File: config.mk
export PLATFORM = sky130hd
export DESIGN_NAME = turn_sequencer_flat
export DESIGN_NICKNAME = d
export VERILOG_FILES = /design/src/rtl/turn_sequencer_if.sv /design/src/rtl/turn_sequencer.sv /design/src/flat_wrapper.sv
export SDC_FILE = /design/constraint.sdc
export NUM_CORES = 1
export LEC_CHECK = 0
export ABC_AREA = 0
export CORE_MARGIN = 5
export CORE_UTILIZATION = 50
export DETAILED_ROUTE_END_ITERATION = 6
export GPL_TIMING_DRIVEN = 0
export HOLD_SLACK_MARGIN = 0.02
export PLACE_DENSITY = 0.72
export SYNTH_ARGS = -nofsm -noshare
export SYNTH_HDL_FRONTEND = slang
export SYNTH_SLANG_ARGS = --single-unit
File: constraint.sdc
create_clock -name clk -period 4.5 [get_ports clk]
set_input_delay 0.675 -clock clk [delete_from_list [all_inputs] [get_ports clk]]
set_output_delay 0.675 -clock clk [all_outputs]
set_load 0.05 [all_outputs]
File: src/rtl/turn_sequencer_if.sv
// Handshake and status bundle between the dice front end / renderer (master)
// and the turn sequencer (slave).
interface turn_sequencer_if;
  logic       restart;
  logic       dice_valid;
  logic [2:0] dice_value;
  logic       dice_ready;
  logic       turn_done;
  logic [9:0] player1_pos_x;
  logic [9:0] player2_pos_x;
  logic       pos_valid;
  logic       active_player;
  logic       winner_valid;
  logic       winner_id;
  logic       timeout_flag;
  logic [7:0] turn_count;

  modport master (
    output restart, dice_valid, dice_value, turn_done,
    input  dice_ready, player1_pos_x, player2_pos_x, pos_valid,
           active_player, winner_valid, winner_id, timeout_flag, turn_count
  );

  modport slave (
    input  restart, dice_valid, dice_value, turn_done,
    output dice_ready, player1_pos_x, player2_pos_x, pos_valid,
           active_player, winner_valid, winner_id, timeout_flag, turn_count
  );
endinterface

File: src/rtl/turn_sequencer.sv
// Two-player dice race flow controller: accepts rolls, moves the active player,
// waits for the renderer's turn_done (or a timeout), alternates turns, declares a winner.
module turn_sequencer #(
  parameter int START_X      = 40,
  parameter int STEP_PX      = 60,
  parameter int FINISH_X     = 580,
  parameter int TIMEOUT_CYC  = 50000000,
  parameter int EXTRA_ON_SIX = 1
) (
  input  logic             clk,
  input  logic             rst,
  turn_sequencer_if.slave  bus
);
  localparam int TMR_W = (TIMEOUT_CYC > 1) ? $clog2(TIMEOUT_CYC) : 1;
  localparam logic [TMR_W-1:0] TMR_LAST = TMR_W'(TIMEOUT_CYC - 1);

  typedef enum logic [1:0] {IDLE, WAIT_DONE, WIN} state_t;

  state_t           r_state;
  logic [9:0]       r_p1_pos;
  logic [9:0]       r_p2_pos;
  logic             r_active;
  logic             r_pos_valid;
  logic             r_dice_ready;
  logic             r_winner_valid;
  logic             r_winner_id;
  logic             r_timeout;
  logic [7:0]       r_turns;
  logic [2:0]       r_roll;
  logic [TMR_W-1:0] r_timer;

  // Advance by pips*STEP_PX in 11 bits, then clamp to the finish line.
  function automatic logic [9:0] sat_pos(input logic [9:0] pos, input logic [2:0] pips);
    logic [10:0] sum;
    sum = {1'b0, pos} + 11'(pips) * 11'(STEP_PX);
    return (sum > 11'(FINISH_X)) ? 10'(FINISH_X) : sum[9:0];
  endfunction

  logic       w_roll_ok;
  logic [9:0] w_cur_pos;
  logic [9:0] w_new_pos;
  logic       w_done_evt;
  logic       w_tmo;
  logic       w_at_finish;

  assign w_roll_ok   = bus.dice_valid && (bus.dice_value != 3'd0) && (bus.dice_value != 3'd7);
  assign w_cur_pos   = r_active ? r_p2_pos : r_p1_pos;
  assign w_new_pos   = sat_pos(w_cur_pos, bus.dice_value);
  // turn_done in the pos_valid cycle belongs to the previous animation, so it is masked
  assign w_done_evt  = bus.turn_done && !r_pos_valid;
  assign w_tmo       = (r_timer == TMR_LAST);
  assign w_at_finish = (w_cur_pos == 10'(FINISH_X));

  always_ff @(posedge clk) begin
    if (rst || bus.restart) begin
      r_state        <= IDLE;
      r_p1_pos       <= 10'(START_X);
      r_p2_pos       <= 10'(START_X);
      r_active       <= 1'b0;
      r_pos_valid    <= 1'b0;
      r_dice_ready   <= 1'b1;
      r_winner_valid <= 1'b0;
      r_winner_id    <= 1'b0;
      r_timeout      <= 1'b0;
      r_turns        <= 8'd0;
      r_roll         <= 3'd0;
      r_timer        <= '0;
    end else begin
      r_pos_valid <= 1'b0;
      case (r_state)
        IDLE: begin
          if (w_roll_ok) begin
            if (r_active) r_p2_pos <= w_new_pos;
            else          r_p1_pos <= w_new_pos;
            r_pos_valid  <= 1'b1;
            r_roll       <= bus.dice_value;
            r_timer      <= '0;
            r_dice_ready <= 1'b0;
            r_state      <= WAIT_DONE;
          end
        end
        WAIT_DONE: begin
          r_timer <= r_timer + 1'b1;
          if (w_done_evt || w_tmo) begin
            if (!w_done_evt) r_timeout <= 1'b1;
            if (r_turns != 8'hFF) r_turns <= r_turns + 8'd1;
            if (w_at_finish) begin
              r_state        <= WIN;
              r_winner_valid <= 1'b1;
              r_winner_id    <= r_active;
            end else begin
              r_state      <= IDLE;
              r_dice_ready <= 1'b1;
              if (!(r_roll == 3'd6 && EXTRA_ON_SIX != 0)) r_active <= ~r_active;
            end
          end
        end
        WIN: ;
        default: r_state <= IDLE;
      endcase
    end
  end

  assign bus.dice_ready    = r_dice_ready;
  assign bus.player1_pos_x = r_p1_pos;
  assign bus.player2_pos_x = r_p2_pos;
  assign bus.pos_valid     = r_pos_valid;
  assign bus.active_player = r_active;
  assign bus.winner_valid  = r_winner_valid;
  assign bus.winner_id     = r_winner_id;
  assign bus.timeout_flag  = r_timeout;
  assign bus.turn_count    = r_turns;
endmodule
File: src/flat_wrapper.sv
// flat-port wrapper written by rule: the top's interface ports become plain ports
module turn_sequencer_flat 
#(
  parameter int START_X      = 40,
  parameter int STEP_PX      = 60,
  parameter int FINISH_X     = 580,
  parameter int TIMEOUT_CYC  = 50000000,
  parameter int EXTRA_ON_SIX = 1
)
  (clk, rst, bus_restart, bus_dice_valid, bus_dice_value, bus_turn_done, bus_dice_ready, bus_player1_pos_x, bus_player2_pos_x, bus_pos_valid, bus_active_player, bus_winner_valid, bus_winner_id, bus_timeout_flag, bus_turn_count);
  turn_sequencer_if bus_i ();
  input  logic clk;
  input  logic rst;
  input wire logic [$bits(bus_i.restart)-1:0] bus_restart;
  input wire logic [$bits(bus_i.dice_valid)-1:0] bus_dice_valid;
  input wire logic [$bits(bus_i.dice_value)-1:0] bus_dice_value;
  input wire logic [$bits(bus_i.turn_done)-1:0] bus_turn_done;
  output wire logic [$bits(bus_i.dice_ready)-1:0] bus_dice_ready;
  output wire logic [$bits(bus_i.player1_pos_x)-1:0] bus_player1_pos_x;
  output wire logic [$bits(bus_i.player2_pos_x)-1:0] bus_player2_pos_x;
  output wire logic [$bits(bus_i.pos_valid)-1:0] bus_pos_valid;
  output wire logic [$bits(bus_i.active_player)-1:0] bus_active_player;
  output wire logic [$bits(bus_i.winner_valid)-1:0] bus_winner_valid;
  output wire logic [$bits(bus_i.winner_id)-1:0] bus_winner_id;
  output wire logic [$bits(bus_i.timeout_flag)-1:0] bus_timeout_flag;
  output wire logic [$bits(bus_i.turn_count)-1:0] bus_turn_count;
  assign bus_i.restart = bus_restart;
  assign bus_i.dice_valid = bus_dice_valid;
  assign bus_i.dice_value = bus_dice_value;
  assign bus_i.turn_done = bus_turn_done;
  assign bus_dice_ready = bus_i.dice_ready;
  assign bus_player1_pos_x = bus_i.player1_pos_x;
  assign bus_player2_pos_x = bus_i.player2_pos_x;
  assign bus_pos_valid = bus_i.pos_valid;
  assign bus_active_player = bus_i.active_player;
  assign bus_winner_valid = bus_i.winner_valid;
  assign bus_winner_id = bus_i.winner_id;
  assign bus_timeout_flag = bus_i.timeout_flag;
  assign bus_turn_count = bus_i.turn_count;
  turn_sequencer #(.START_X(START_X), .STEP_PX(STEP_PX), .FINISH_X(FINISH_X), .TIMEOUT_CYC(TIMEOUT_CYC), .EXTRA_ON_SIX(EXTRA_ON_SIX)) u_core (.clk(clk), .rst(rst), .bus(bus_i));
endmodule
Word-level counts from Yosys, hierarchy flattened
Index checks and enable logic that the tools add are counted.
Storage, ports and cells
  flip-flop bits (word level): 65
  output and inout port bits: 34
  logic and storage cells: 66
Cells by class
  add/subtract/negate cells: 3
  multiply operators: 1
  $lt $le $gt $ge: 1
  equality and inequality tests: 10
  muxes and demuxes: 13
  bitwise operators: 6
  reductions and logical operators: 20
Operator list (number)
  26-bit case mux with 2 select lines: 1
  26-bit by 1-bit adder with 26-bit output (second input constant): 1
  26-bit == test (second input constant): 1
  26-bit 2-to-1 mux: 1
  10-bit 2-to-1 mux: 2
  3-bit AND reduction: 6
  10-bit by 9-bit adder with 11-bit output: 1
  11-bit by 10-bit greater-than comparator with 1-bit output (second input constant): 1
  10-bit == test (second input constant): 1
  8-bit by 1-bit adder with 8-bit output (second input constant): 1
  8-bit inequality test (second input constant): 1
  4-bit AND reduction: 2
  3-bit by 4-bit multiplier with 7-bit output (second input constant): 1
  2-bit 2-to-1 mux: 3
  1-bit inverter: 6
  2-bit case mux with 3 select lines: 1
  1-bit 2-to-1 mux: 4
  2-bit by 1-bit inequality test with 1-bit output (second input constant): 2
  2-bit AND reduction: 2
  3-bit == test (second input constant): 1
  1-bit logical AND: 3
  3-bit inequality test (second input constant): 1
  3-bit nonzero test: 1
  2-bit by 1-bit == test with 1-bit output (second input constant): 1
  other kinds (8): 9

Depth between registers and ports, before layout
Gate-level depths: netlist (run 1).
  depth in word-level cells: 5
  mapped depth: 14
  depth with buffers taken out: 13

Least setup slack after synthesis (run 1)
OpenSTA, ideal clock, no wires.
  path kind: input to register
  start: in bus_dice_value[0]
  end: reg u_core.r_p1_pos[0], in the netlist u_core.bus.player1_pos_x[0]
  setup time: 0.060 ns
  arrival time: 3.727 ns
  setup slack: 0.714 ns
  cell stages on the path: 12
  path buffers: 1
  path through: fa_1 ha_1 fa_1 xnor2_1 ha_1 a21o_1 a31o_1 or3_1 a22oi_2 a21o_1 buf_4 o211a_1
On the way
  word-level cells in the longest chain between the ends: 4
Ends and longest elaborated chain
  start, declared: line flat_wrapper.sv:16  | input wire logic [$bits(bus_i.dice_value)-1:0] bus_dice_value;
  3-bit by 4-bit multiplier with 7-bit output / 3-bit nonzero test (equally long branches): line turn_sequencer.sv:35, turn_sequencer.sv:46
  10-bit by 9-bit adder with 11-bit output / 1-bit logical AND (equally long branches): line turn_sequencer.sv:35, turn_sequencer.sv:46
  11-bit by 10-bit greater-than comparator with 1-bit output / 1-bit logical AND (equally long branches): line turn_sequencer.sv:36, turn_sequencer.sv:46
  10-bit 2-to-1 mux / 3-bit AND reduction (equally long branches)
  end signal, assigned: line turn_sequencer.sv:57  | r_p1_pos <= 10'(START_X);
  end signal, assigned: line turn_sequencer.sv:74  | else r_p1_pos <= w_new_pos;
  end, declared: line turn_sequencer.sv:20  | logic [9:0] r_p1_pos;
Parallel ways exist; a longest one is shown, timed or not.
A chain may end at the register's enable or synchronous reset.

Worst setup path after layout (run 1)
  start: in bus_dice_value[2]
  end: reg u_core.r_p1_pos[0], in the netlist u_core.bus.player1_pos_x[0]
The elaborated chain is that of the path after synthesis.

==> results.cfg, run 1 <==
[clock_tree]
cts_made_buffers = 9
clock_latency_ps = 350
clk_pin_slew_ps = 70
clkSinkCount = 65
root_buffer = clkbuf_8
cts_tree = yes
cts_setup_buffers = 0
clock_path_buffers = 2
h-tree-depth = 3

[finish]
final_cells = 564
n_fill_cell = 617
antennaDiodeCount = 0
design_area_um2 = 4294
nets = 492
drive_gt1_frac = 0.1026
area_delta_synth_final_pct = 20.89

[run]
max_cap_violations = 0

[synthesis]
synth_top_area_cell = dfxtp_1
synth_seq_area_share = 0.3663
postSynthCellCount = 411
yosysUniqueCellTypes = 51
async_flop_share = 0
yosys-top-cells-area = dfxtp_1, ha_1, mux2_2
syn_area_um2 = 3552
synth_ff_type = dfxtp_1
syn-num-nets = 440
syn_area_per_cell_um2 = 8.643
yosysTopAreaCellShare = 0.3663
synth-seq-cells = 65
yosys_warnings = 0
synth_enable_flop_cells = 0

[power_and_ir_drop]
swShare = 0.2974
combPwrFrac = 0.210
p_int_uw = 962.9
p_leak_uw = 0.001557
power_frac_seq = 0.430
power_density_nw_per_um2 = 319.2
switching_power_uw = 407.6
peakVddDrop_v = 0.0001860
p_clk_frac = 0.360

[worst_setup_path]
critPathMaxStageDelay_ps = 620
crit_family = adder cells
crit_path_start = bus_dice_value[2]
cp_max_fo = 10
cp.arrival_ps = 4540
reg2reg_setup_slack_ps = 990
crit_path_cell_trace = clkdlybuf4s50_1 -> fa_1 -> ha_1 -> fa_1 -> xnor2_1 -> ha_1 -> a21o_1 -> a31o_1 -> a221oi_2 -> o2bb2ai_4 -> a21o_1 -> buf_4 -> o211a_1
crit_slowest_cell = clkdlybuf4s50_1
path_buf_inv = 2
crit_path_end = u_core.bus.player1_pos_x[0]
r2r_cells = 11
critical_path_class = in2reg
cp_data_required_time_ps = 4740
worstReg2RegEnd = u_core.bus.player1_pos_x[0]
regToRegStartpoint = u_core.bus.active_player
crit_path_end_kind = register
path_depth = 13
startpoint_type = input pin

[timing]
rsz0062_at_grt = no
fin_crit_ps = 4294
finalHoldViolations = 0
maxSlewViolCount = 0
tightestPinTransition_ps = 574.1
max_freq_mhz = 232.9
fin_crit_sh = 0.9543
finalSetupTns_ps = 0
fin_skew_ps = 9.978
setup_viol = 0
max_slew_margin = 0.6159

[min_path]
hold_path.class = reg2reg

[die]
core_area_um2 = 6869
die_x_um = 94.29
rows = 30
initial_core_util = 0.5171
dieHeight_um = 94.29
boundaryPins = 42
dieArea_um2 = 8890

[place]
dp_hpwl_mm = 6.359
dp.cells = 548
placed_area_um2 = 4083
portBuffers = 41
place.gp.congestion = 0.8481

[global_route]
grt.total_usage = 0.2011
antenna_found_initial = 0
grt_pass1_wl_mm = 14.06
grt_pass1_vias = 2954
overflow = 0
grt_max_degree = 12

[routing]
postRouteAntennaNets = 0
drc = 0
dr.pass1.iters = 4
drt_iter0_markers = 209
vias = 3230
drt-vias-per-instance = 5.727
wl_per_cell_um = 15.23
finalWirelength_mm = 8.587

[outcome]
status = finished, final reports clean
## worst min path at each step
| stage | end | slack, ps | start | cells past startpoint |
|---|---|---|---|---|
| floorplan | u_core.r_roll[0] | 430 | u_core.r_roll[0] | 2 |
| global placement | u_core.r_roll[0] | 440 | u_core.r_roll[0] | 2 |
| detailed placement | u_core.bus.winner_valid | 450 | u_core.bus.winner_valid | 2 |
| CTS | u_core.r_roll[0] | 460 | u_core.r_roll[0] | 2 |
| global route | u_core.r_roll[1] | 480 | u_core.r_roll[1] | 2 |
| finish | u_core.r_roll[0] | 460 | u_core.r_roll[0] | 2 |
## layout by cell type (no fill, tap or decap), drive strengths merged, types with 8 or more instances in the layout
cell type      count
a21oi             30
and3               9
clkbuf            22
clkdlybuf4s50     40
dfxtp             65
ha                17
mux2              15
nand2             45
nand3             27
nand4             15
nor2              43
o21ai             15
xor2               8
## sequential cells by signal (all words and copies together) (netlist names)
name                      cells
u_core.bus.player1_pos_x     10
u_core.bus.active_player      1
u_core.bus.player2_pos_x     10
u_core.r_timer               26
u_core.bus.timeout_flag       1
u_core.r_state                2
u_core.bus.pos_valid          1
u_core.bus.winner_valid       1
u_core.bus.dice_ready         1
u_core.r_roll                 3
u_core.bus.winner_id          1
u_core.bus.turn_count         8
## worst min-delay path: stages (launching register included)
cell	delay [ps]
dfxtp_1	310
nand2_1	50
a21oi_1	60
## cell usage after synthesis, types with 3 or more instances
| library cell | count |
|---|---|
| and3_1 | 9 |
| and2_1 | 6 |
| clkbuf_1 | 11 |
| ha_1 | 17 |
| nand4_1 | 15 |
| nand3_1 | 26 |
| nor3_1 | 3 |
| xor2_1 | 8 |
| mux2_2 | 15 |
| a31oi_1 | 6 |
| mux2i_1 | 3 |
| nor2_1 | 43 |
| o21ai_0 | 15 |
| and4_1 | 4 |
| o31ai_1 | 6 |
| a31o_1 | 5 |
| or2_2 | 5 |
| dfxtp_1 | 65 |
| a21oi_1 | 30 |
| a21o_1 | 6 |
| o211a_1 | 4 |
| inv_1 | 6 |
| or3_1 | 6 |
| fa_1 | 4 |
| nand2_1 | 45 |
| nand2b_1 | 5 |
| xnor2_1 | 6 |
| o211ai_1 | 6 |
## through the flow
step	total power (µW)	utilization	hold WS, ps	setup slack [ps]
global route	1435	0.6251	482.0	29.84
floorplan	809.9	-	431.1	713.9
detailed placement	883.6	0.5944	445.3	-291.0
finish	1371	0.6251	462.3	205.9
CTS	1377	0.6230	457.8	81.15
global placement	877.8	0.5944	441.0	-241.9
## logic make-up after synthesis
group                      share of synthesized area
buffers and inverters                        0.02818
DFF                                           0.3663
AOI/OAI and AO/OA                             0.1687
xor gates and xnor gates                     0.03452
muxes                                        0.05601
adders and majority gates                    0.08242
and+or+nand+nor                               0.2638
## layer usage
metal	up-vias	wire length, µm	global-route usage	share of wire
met2	79	3984	0.3180	0.46
met4	0	36	0.06378	0.0042
li1	1598	-	-	-
met1	1549	4102	0.2709	0.48
met5	-	0	0	0
met3	4	464	0.04567	0.054
## power by group through the flow
stage | Clock, µW | Sequential (µW) | Combinational [µW]
2_1_floorplan | 0 | 620 | 190
3_3_place_gp | 0 | 602 | 276
3_5_place_dp | 0 | 602 | 282
4_1_cts | 506 | 589 | 283
5_1_grt | 532 | 590 | 314
6_report | 494 | 589 | 288
## cell type report
class / instances / area, µm² / share of cell area
multi-input cells: 323 / 2163 / 0.5038
clock inverters: 5 / 55.05 / 0.01282
clock buffers: 11 / 141.4 / 0.03293
plain buffers: 17 / 77.57 / 0.01807
well taps: 96 / 120.1 / 0.02797
flip-flops and latches: 65 / 1301 / 0.3030
inverters: 6 / 22.52 / 0.005245
repair buffers: 41 / 412.9 / 0.09615
## what timing repair did
item                                    4_1_cts  5_1_grt
endpoints found under the setup margin        0       18
endpoints found under the hold margin         0        0
hold buffers                                  0        0
gates resized for setup                       0        2
Power figures use the tool's default switching activity.
==> run 2: changes to the inputs <==
--- a/config.mk
+++ b/config.mk
@@ -8,8 +8,8 @@
 export ABC_AREA = 0
 export CORE_MARGIN = 5
 export CORE_UTILIZATION = 50
+export CTS_CLUSTER_SIZE = 28
 export DETAILED_ROUTE_END_ITERATION = 6
-export GPL_TIMING_DRIVEN = 0
 export HOLD_SLACK_MARGIN = 0.02
 export PLACE_DENSITY = 0.72
 export SYNTH_ARGS = -nofsm -noshare
==> run 2 against run 1 <==
Net effect:
- global-route usage fell by 0.34 points
- sequential power about the same
- non-clock buffer count down 9
- cell area about the same
- critical path type unchanged
- critical endpoint is now u_core.bus.player2_pos_x[3]
- largest power group unchanged
==> results.cfg, run 2 (synthesis results as in run 1) <==
[timing]
fin_crit_ps = 4203
max_freq_mhz = 237.9
fin_crit_sh = 0.9339
tightestPinTransition_ps = 995.5
whs_ps = 453.7
fin_skew_ps = 7.804
rsz0062_at_grt = no
maxSlewViolCount = 0
setup_viol = 0
finalHoldViolations = 0
worst_slack_ps = 297.4
max_slew_margin = 0.3363
finalSetupTns_ps = 0

[worst_setup_path]
crit_slowest_cell = clkdlybuf4s50_1
startpoint_type = input pin
cp_max_fo = 10
crit_path_end_kind = register
crit_path_cell_trace = clkdlybuf4s50_1 -> fa_1 -> ha_1 -> fa_1 -> xnor2_1 -> ha_1 -> a21o_1 -> a31o_1 -> or3_1 -> a22oi_2 -> a21o_1 -> a31o_1
cp.arrival_ps = 4480
crit_family = adder cells
critical_path_class = in2reg
critPathMaxStageDelay_ps = 520
path_buf_inv = 1
cp_data_required_time_ps = 4780

[clock_tree]
clkSinkCount = 65
clock_latency_ps = 340
clk_pin_slew_ps = 70
ctsHoldBuffers = 0
post_cts_resized = 0
clock_path_buffers = 2
cts_tree = yes
cts_made_buffers = 9
h-tree-depth = 3
cts_setup_buffers = 0
root_buffer = clkbuf_8

[finish]
largest_reg_flops = 26
largest-register = u_core.r_timer
antennaDiodeCount = 0
final_cells = 555
regArea_um2 = 1301
nets = 483
layout_common_cells = dfxtp_1, nand2_1, nor2_1
multiInputGateArea_um2 = 2151
area_delta_synth_final_pct = 20.85
drive_gt1_frac = 0.1155
n_fill_cell = 608
final_common_cell = dfxtp_1

[die]
initial_core_util = 0.5171
boundaryPins = 42
core_area_um2 = 6869
die_x_um = 94.29
dieArea_um2 = 8890
rows = 30
dieHeight_um = 94.29

[routing]
top_layer = met4
wl_per_cell_um = 14.99
postRouteAntennaNets = 0
m1WireLength_mm = 4.037
dr_wl_met2_mm = 3.874
drc = 0
drt_iter0_markers = 138
met3_length_um = 289
vias = 3150
dr.pass1.iters = 4
drt-vias-per-instance = 5.676
finalWirelength_mm = 8.319

[min_path]
hold_path.class = reg2reg

[outcome]
status = finished, final reports clean

[place]
dp_hpwl_mm = 5.975
post-place-ws_ps = -15.79
portBuffers = 41
dp.cells = 539
place.gp.congestion = 0.8341

[global_route]
grt.total_usage = 0.1977
overflow = 0
antenna_found_initial = 0
grt_pass1_vias = 2931
grt_pass1_wl_mm = 14.05
grt_max_degree = 51

[power_and_ir_drop]
p_clk_frac = 0.393
peakVddDrop_v = 0.0001903
combPwrFrac = 0.197
power_density_nw_per_um2 = 335.0
switching_power_uw = 415.3
power_frac_seq = 0.410
p_leak_uw = 0.001565
p_int_uw = 1023
swShare = 0.2888

[run]
max_cap_violations = 0
-- run 2: power by group through the flow --
| stage | combinational (µW) | sequential, µW | clock (µW) |
|---|---|---|---|
| 3_5_place_dp | 281 | 602 | 0 |
| 4_1_cts | 282 | 589 | 576 |
| 5_1_grt | 311 | 590 | 607 |
| 6_report | 283 | 589 | 566 |
| 3_3_place_gp | 275 | 602 | 0 |
| 2_1_floorplan | 190 | 620 | 0 |
-- run 2: cell type report --
type                       instances  area share
multi-input combinational        323      0.5010
sequential                        65      0.3031
timing repair buffer              49      0.1096
clock buffer                      10     0.03206
tap                               96     0.02798
clock inverter                     6     0.02099
inverter                           6    0.005246
-- run 2: worst min-delay path: stages (launching register included) --
cell,delay [ps]
dfxtp_1,310
nand2_1,50
a21oi_1,50
-- run 2: worst paths after layout --
path / from / to / slack, ps / cells after the start
max: bus_dice_value[1] / u_core.bus.player2_pos_x[3] / 300 / 12
min: u_core.r_roll[0] / u_core.r_roll[0] / 450 / 2
max reg2reg: u_core.bus.active_player / u_core.bus.player2_pos_x[3] / 1200 / 9
min reg2reg: u_core.r_roll[0] / u_core.r_roll[0] / 450 / 2
-- run 2: layer usage --
layer / up-vias / GRT usage
met5: - / 0
met3: 11 / 0.03365
met2: 52 / 0.3197
li1: 1582 / -
met4: 0 / 0.06980
met1: 1505 / 0.2644
-- run 2: metrics by stage --
stage                 util  total power, µW  cell area, µm²
floorplan                -            809.9            3552
detailed placement  0.5918            883.6            4065
CTS                 0.6250             1448            4293
global placement    0.5918            876.8            4065
global route        0.6250             1508            4293
finish              0.6250             1438            4293
==> run 3: changes to the inputs <==
--- a/config.mk
+++ b/config.mk
@@ -6,6 +6,8 @@
 export NUM_CORES = 1
 export LEC_CHECK = 0
 export ABC_AREA = 0
+export CAP_MARGIN = 20
+export CORE_ASPECT_RATIO = 2
 export CORE_MARGIN = 5
 export CORE_UTILIZATION = 50
 export CTS_CLUSTER_SIZE = 28
==> run 3 against run 2 <==
Net effect:
- die area grew 1.2%
- clock skew shrank 3.3 ps
- count of clock-buffer cells in the layout up 2
- power up 13%
- core utilization grew 1.1 points
- cell area increased by 2.8%
- final cell count decreased by 0.54%
- sequential power about the same
- flip-flop and latch count did not move
- critical path type unchanged
- critical path depth is 1 higher
- clock power up 30%
- via count up 4.8%
==> results.cfg, run 3 (synthesis results as in run 1) <==
[timing]
fin_skew_ps = 4.520
fin_crit_ps = 4101
finalHoldViolations = 0
fin_crit_sh = 0.9114
tightestPinTransition_ps = 964.2
max_freq_mhz = 243.8
max_slew_margin = 0.3572
rsz0062_at_grt = no
setup_viol = 0
maxSlewViolCount = 0
worst_slack_ps = 398.7
finalSetupTns_ps = 0

[worst_setup_path]
path_buf_inv = 2
startpoint_type = input pin
crit_family = adder cells
crit_path_cell_trace = clkdlybuf4s50_1 -> fa_1 -> ha_1 -> fa_1 -> xnor2_1 -> ha_1 -> a21o_1 -> a31o_1 -> or3_1 -> a22oi_2 -> a21o_1 -> buf_12 -> o211a_1
crit_path_end_kind = register
critical_path_class = in2reg
cp_data_required_time_ps = 4770
crit_slowest_cell = clkdlybuf4s50_1
cp_max_fo = 10
critPathMaxStageDelay_ps = 530
cp.arrival_ps = 4370

[routing]
drc = 0
drt_iter0_markers = 171
postRouteAntennaNets = 0
finalWirelength_mm = 9.169
vias = 3301
drt-vias-per-instance = 5.980
dr.pass1.iters = 4
wl_per_cell_um = 16.61

[clock_tree]
clock_latency_ps = 330
clk_pin_slew_ps = 50
h-tree-depth = 3
cts_made_buffers = 9
post_cts_resized = 0
clock_path_buffers = 2
cts_setup_buffers = 0
ctsHoldBuffers = 0
cts_tree = yes
clkSinkCount = 65
root_buffer = clkbuf_16

[place]
dp_hpwl_mm = 6.793
place.gp.congestion = 0.8320
portBuffers = 41
post-place-ws_ps = 33.24

[power_and_ir_drop]
p_int_uw = 1204
peakVddDrop_v = 0.0002050
swShare = 0.2586
p_leak_uw = 0.001630
switching_power_uw = 419.7
power_density_nw_per_um2 = 367.9
p_clk_frac = 0.453
power_frac_seq = 0.364
combPwrFrac = 0.183

[run]
max_cap_violations = 0

[die]
dieArea_um2 = 8992
boundaryPins = 42
rows = 43
dieHeight_um = 129.2
core_area_um2 = 6940
initial_core_util = 0.5118
die_x_um = 69.60

[global_route]
antenna_found_initial = 0
grt_pass1_wl_mm = 15.17
grt_max_degree = 51
overflow = 0
grt.total_usage = 0.2144
grt_pass1_vias = 3217

[finish]
layout_common_cells = dfxtp_1, nand2_1, nor2_1
nets = 487
drive_gt1_frac = 0.1169
largest-register = u_core.r_timer
antennaDiodeCount = 0
area_delta_synth_final_pct = 24.20
final_common_cell = dfxtp_1
largest_reg_flops = 26
n_fill_cell = 599

[min_path]
hold_path.class = reg2reg

[outcome]
status = finished, final reports clean
-- run 3: routing by layer --
layer  routed length (µm)  vias up  GRT usage
met1                 3288     1592     0.2043
met4                  437        0     0.1634
li1                     -     1585          -
met5                    0        -          0
met3                  352       27    0.03649
met2                 5090       97     0.4020
-- run 3: power groups by stage --
stage	Sequential, µW	Combinational [µW]	Clock [µW]
CTS	591	298	746
finish	591	297	735
global placement	602	291	0
floorplan	620	190	0
global route	592	327	779
detailed placement	603	297	0
-- run 3: worst min-delay path: cells and delay by family (launching register included) --
| family | cells | cell delay, ps |
|---|---|---|
| simple gates | 1 | 50 |
| flops | 1 | 300 |
| compound gates | 1 | 50 |
-- run 3: final cells by class --
cell class                      count  area [µm²]  area share
Clock inverter                      3       65.06     0.01475
Clock buffer                       12       246.5     0.05587
Inverter                            6       22.52    0.005105
Multi-Input combinational cell    323        2151      0.4875
Timing Repair Buffer               53       513.0      0.1163
Sequential cell                    65        1301      0.2950
Tap cell                           90       112.6     0.02552
-- run 3: worst paths after layout --
path / startpoint / end / slack, ps / depth (start not counted)
worst min register to register: u_core.r_roll[1] / u_core.r_roll[1] / 460 / 2
worst max-delay path: bus_dice_value[1] / u_core.bus.player1_pos_x[1] / 400 / 13
worst max register to register: u_core.bus.active_player / u_core.bus.player2_pos_x[6] / 1250 / 11
worst min-delay path: u_core.r_roll[1] / u_core.r_roll[1] / 460 / 2
-- run 3: per-stage QoR --
step,hold slack [ps],power [µW],instances,util,instance area (µm²)
3_3_place_gp,440.6,893.7,537,0.5908,4100
6_report,457.7,1623,552,0.6357,4412
5_1_grt,494.5,1698,552,0.6357,4412
2_1_floorplan,431.1,809.9,411,-,3552
4_1_cts,455.7,1635,552,0.6357,4412
3_5_place_dp,448.0,899.8,537,0.5908,4100
